**src/rtl/mux_tree_cfg_chain.sv**
```systemverilog
// N_CH-channel routing mux tree fed by a serial shadow configuration chain with atomic commit.
// Define MUX_TREE_CFG_OUT_REG_EN to register the channel outputs on prog_clk.
module mux_tree_cfg_chain #(
  parameter int N_IN = 14,
  parameter int N_CH = 2
) (
  input  logic            prog_clk,
  input  logic            pReset,
  input  logic [N_IN-1:0] in,
  input  logic            ccff_head,
  input  logic            cfg_en,
  input  logic            cfg_commit,
  output logic            ccff_tail,
  output logic            cfg_full,
  output logic            cfg_err,
  output logic [N_CH-1:0] out
);
  localparam int SEL_W  = $clog2(N_IN + 1);
  localparam int TOT    = N_CH * SEL_W;
  localparam int CNT_W  = $clog2(TOT + 1);
  localparam int LEAVES = 2 ** SEL_W;
  localparam logic [CNT_W-1:0] CNT_LAST = CNT_W'(TOT - 1);
  localparam logic [CNT_W-1:0] CNT_ONE  = CNT_W'(1);

  typedef enum logic [1:0] {
    ST_EMPTY,
    ST_LOADING,
    ST_FULL
  } state_t;

  state_t           state_reg;
  logic [CNT_W-1:0] cnt_reg;
  logic [TOT-1:0]   chain_reg;
  logic [TOT-1:0]   active_reg;
  logic             cfg_err_reg;
  logic             commit_ok;

  assign commit_ok = cfg_commit && (state_reg == ST_FULL);

  // Shadow chain, load counter FSM and active select share one register block.
  // A commit snapshots the chain as it stood before this edge, so a shift in
  // the same cycle counts toward the next load.
  always_ff @(posedge prog_clk or negedge pReset) begin
    if (!pReset) begin
      state_reg   <= ST_EMPTY;
      cnt_reg     <= '0;
      chain_reg   <= '0;
      active_reg  <= '0;
      cfg_err_reg <= 1'b0;
    end else begin
      cfg_err_reg <= cfg_commit && (state_reg != ST_FULL);
      if (cfg_en) begin
        chain_reg <= {chain_reg[TOT-2:0], ccff_head};
      end
      if (commit_ok) begin
        active_reg <= chain_reg;
        if (cfg_en) begin
          cnt_reg   <= CNT_ONE;
          state_reg <= ST_LOADING;
        end else begin
          cnt_reg   <= '0;
          state_reg <= ST_EMPTY;
        end
      end else if (cfg_en && (state_reg != ST_FULL)) begin
        cnt_reg   <= cnt_reg + 1'b1;
        state_reg <= (cnt_reg == CNT_LAST) ? ST_FULL : ST_LOADING;
      end
    end
  end

  assign ccff_tail = chain_reg[TOT-1];
  assign cfg_full  = (state_reg == ST_FULL);
  assign cfg_err   = cfg_err_reg;

  // Leaves above N_IN-1 are the constant-1 leaves; an all-zero active word
  // decodes to the top leaf, so every channel idles at 1.
  logic [LEAVES-1:0] leaf_vec;
  logic [N_CH-1:0]   out_comb;

  assign leaf_vec = {{(LEAVES - N_IN){1'b1}}, in};

  genvar gi;
  generate
    for (gi = 0; gi < N_CH; gi++) begin : g_ch
      logic [SEL_W-1:0] idx;
      assign idx          = ~active_reg[gi*SEL_W +: SEL_W];
      assign out_comb[gi] = leaf_vec[idx];
    end
  endgenerate

`ifdef MUX_TREE_CFG_OUT_REG_EN
  logic [N_CH-1:0] out_reg;

  always_ff @(posedge prog_clk or negedge pReset) begin
    if (!pReset) begin
      out_reg <= '1;
    end else begin
      out_reg <= out_comb;
    end
  end

  assign out = out_reg;
`else
  assign out = out_comb;
`endif

endmodule

```
**config.mk**
```make
export PLATFORM = sky130hd
export DESIGN_NAME = mux_tree_cfg_chain
export DESIGN_NICKNAME = d
export VERILOG_FILES = /design/src/rtl/mux_tree_cfg_chain.sv
export SDC_FILE = /design/constraint.sdc
export NUM_CORES = 1
export LEC_CHECK = 0
export CAP_MARGIN = 5
export CORE_MARGIN = 10
export CORE_UTILIZATION = 60
export DETAILED_ROUTE_END_ITERATION = 12
export DONT_BUFFER_PORTS = 1
export HOLD_SLACK_MARGIN = 0.1
export PLACE_DENSITY_LB_ADDON = 0.08
export SETUP_SLACK_MARGIN = 0.5
export SLEW_MARGIN = 20
export SYNTH_ARGS = -nofsm -noshare
export SYNTH_HDL_FRONTEND = slang
export SYNTH_SLANG_ARGS = --single-unit
```
**constraint.sdc**
```tcl
create_clock -name prog_clk -period 2.9 [get_ports prog_clk]
set_input_delay 0.725 -clock prog_clk [delete_from_list [all_inputs] [get_ports prog_clk]]
set_output_delay 0.725 -clock prog_clk [all_outputs]
set_load 0.03 [all_outputs]
```
==> flow_summary_export.csv, run 1 <==
group,metric,value,unit
status,outcome,"completed",
final_layout,nets,111,
grt,grt_max_degree,24,
die,die_w,64.5,µm
logic_synthesis,async_flop_share,100,%
final_layout,diodes,0,
die,die_h,64.5,µm
die,die_area,4160,µm²
final_layout,multi_input_area,587,µm²
timing,finalCriticalPeriod,2.53,ns
clock_tree,htreeDepth,1,
die,row_count,16,
timing,hold_viol,0,
worst_setup_path,critical_path.top_delay_family,"multiplexers",
power,p_leak,0.555,nW
logic_synthesis,synthAdderAreaFrac,1.05,%
worst_setup_path,worstSetupPathType,"flip-flop to output port",
logic_synthesis,syn-instance-count,87,
timing,clock-skew-final,0.00585,ns
clock_tree,clock_path_buffers,2,
logic_synthesis,syn_area_per_cell,13.6,µm²
route,dr.pass1.iters,4,
route,vias,703,
worst_setup_path,worstPathRequired,2.17,ns
grt,grt_usage,11.0,%
logic_synthesis,synth_top_family_by_area,"multiplexers",
logic_synthesis,synth-edff-count,0,
logic_synthesis,syn-num-nets,107,
worst_hold_path,min_path_cells,1,
logic_synthesis,synth_area,1190,µm²
worst_hold_path,min_path_type,"input port to flip-flop",
worst_setup_path,worstSetupStartpointType,"flip-flop",
timing,fmax,395,MHz
timing,max_slew_margin,33.8,%
grt,grt_pass1_wl,3.55,mm
logic_synthesis,ys_seq_area_share,48.5,%
worst_setup_path,cp.buffers_inverters,0,
die,ios,24,
logic_synthesis,synth_simple_gate_area_share,5.06,%
route,wire_per_inst,18.8,µm
timing,final-setup-viol-count,0,
route,drc,0,
route,viasPerCell,6.01,
logic_synthesis,synthMuxAreaShare,33.8,%
logic_synthesis,synth_ff_type,"dfrtp_1",
grt,grt_pass1_vias,747,
logic_synthesis,yosys_warnings,0,
worst_setup_path,crit_chain,"mux4_2 -> mux2_4 -> a22o_4",
die,core_area,1920,µm²
timing,setup_tns,0,ns
final_layout,regArea,581,µm²
route,drt_iter0_markers,24,
timing,worstMarginPinSlew,0.990,ns
worst_setup_path,cp-end-kind,"output port",
worst_setup_path,cpMaxStageDelayCell,"mux4_2",
clock_tree,clock_sinks,23,
logic_synthesis,synth-compound-area-share,8.02,%
place,dpl_worst_slack,0.420,ns
timing,rsz0062_at_grt,"yes",
place,hpwl,1.64,mm
power,peakVddDrop,0.519,mV
logic_synthesis,ys_seq_elements,23,
clock_tree,clock_latency,0.30,ns
route,wirelength,2.20,mm
grt,grt-ovfl-total,0,
power,cellPowerDensity,972,nW/µm²
place,dp_cells,110,
worst_setup_path,ff2ff_path_depth,4,
logic_synthesis,synth_xor_area_share,0.738,%
route,drtAntennaViolNets,0,
clock_tree,cts_root_buf,"clkbuf_4",
grt,antenna_found_initial,0,
logic_synthesis,synth_cell_types,24,
clock_tree,path_clk_slew,0.12,ns
worst_setup_path,slowest_delay,0.51,ns
power,finalPower,1.23,mW
timing,finalWorstSetupSlack,0.370,ns
worst_setup_path,cp.depth,3,
worst_setup_path,critPathMaxFanout,3,
final_layout,instances_no_fill,117,
final_layout,area_growth,7.17,%
place,gp_congestion,0.707,
timing,worst_hold_slack,0.509,ns
worst_setup_path,cp.arrival,1.80,ns
die,start_util,61.7,%
timing,period_share,87.2,%
final_layout,drive_gt1_share,36.7,%
final_layout,fillCellCount,154,
run,maxCapViolations,0,
clock_tree,cts_buffers,3,
timing,drv_slew,0,
clock_tree,tritoncts,"yes",
place,port_buffers,0,
-- synthesized netlist by cell type, types with 2 or more instances --
cell      count  area (µm²)
a31oi_1       2        12.5
mux2_2       18         203
a22o_1        2        17.5
mux4_1        6         158
mux2i_1       4        40.0
clkbuf_1      3        11.3
nand2_1       4        15.0
inv_1         5        18.8
dfrtp_1      23         576
nor2_1        2        7.51
nand2b_1      3        18.8
a21oi_1       3        15.0
-- path summary, 6_finish.rpt --
kind / from / to / slack [ns]
max: active_reg[1] / out[0] / 0.37
min: cfg_en / cnt_reg[0] / 0.51
max reg2reg: state_reg[0] / cnt_reg[1] / 1.46
min reg2reg: chain_reg[2] / chain_reg[2] / 0.54
max in group asynchronous: pReset / active_reg[1] / 1.21
min in group asynchronous: pReset / active_reg[7] / 1.02
-- per-layer routing --
metal  routed length, µm  global-route usage, %  vias up
li1                    -                      -      331
met2                1110                   18.3       18
met3                 211                   3.95        2
met4                  19                   5.61        0
met1                 854                   12.2      352
met5                   0                      0        -
-- layout by cell type (no fill, tap or decap), types with 3 or more instances in the layout --
master / instances
nand2_1: 4
dfrtp_1: 19
clkbuf_4: 3
dfrtp_2: 4
inv_1: 5
mux2_2: 16
nand2b_1: 3
mux4_2: 4
mux2i_1: 4
a21oi_1: 3
-- per-stage QoR --
stage | utilization, % | instance area (µm²)
3_3_place_gp | 63.2 | 1210
2_1_floorplan | - | 1200
6_report | 66.1 | 1270
4_1_cts | 66.1 | 1270
5_1_grt | 66.1 | 1270
3_5_place_dp | 63.2 | 1210
-- cell families (layout without fill, tap and decap cells) --
family,count (synthesis),in the layout
mux,28,28
fa+ha+maj,1,1
flops,23,23
simple gates,12,12
xor+xnor,1,1
buf+inv,9,12
compound gates,13,13
-- report_power, final --
part | internal, mW | switching [mW]
sequential | 0.445 | 0.149
clock | 0.0536 | 0.0892
combinational | 0.302 | 0.195
-- what timing repair did --
item / CTS / global route
endpoints found under the setup margin: 2 / 2
endpoints found under the hold margin: 23 / 0
setup buffers: 2 / 0
hold buffers: 1 / 0
gates resized for setup: 3 / 1
-- worst reg2reg max path, cell delays in order, from the launching register on --
cell	delay, ns
dfrtp_1	0.40
nand2b_1	0.29
inv_1	0.34
mux2i_1	0.12
a32o_1	0.21
-- layout make-up --
cell class | count | share of cell area, %
Multi-Input combinational cell | 55 | 46.2
Sequential cell | 23 | 45.7
Tap cell | 27 | 2.66
Clock buffer | 4 | 2.07
Timing Repair Buffer | 3 | 1.97
Inverter | 5 | 1.48
Note: power is estimated with default switching activity, not from simulation.
==> inputs of run 2 (changes only) <==
--- a/config.mk
+++ b/config.mk
@@ -13,6 +13,7 @@
 export HOLD_SLACK_MARGIN = 0.1
 export PLACE_DENSITY_LB_ADDON = 0.08
 export SETUP_SLACK_MARGIN = 0.5
+export SKIP_LAST_GASP = 1
 export SLEW_MARGIN = 20
 export SYNTH_ARGS = -nofsm -noshare
 export SYNTH_HDL_FRONTEND = slang
==> results of run 2 <==
No change in the layout: final DEF, timing and power equal those of run 1.
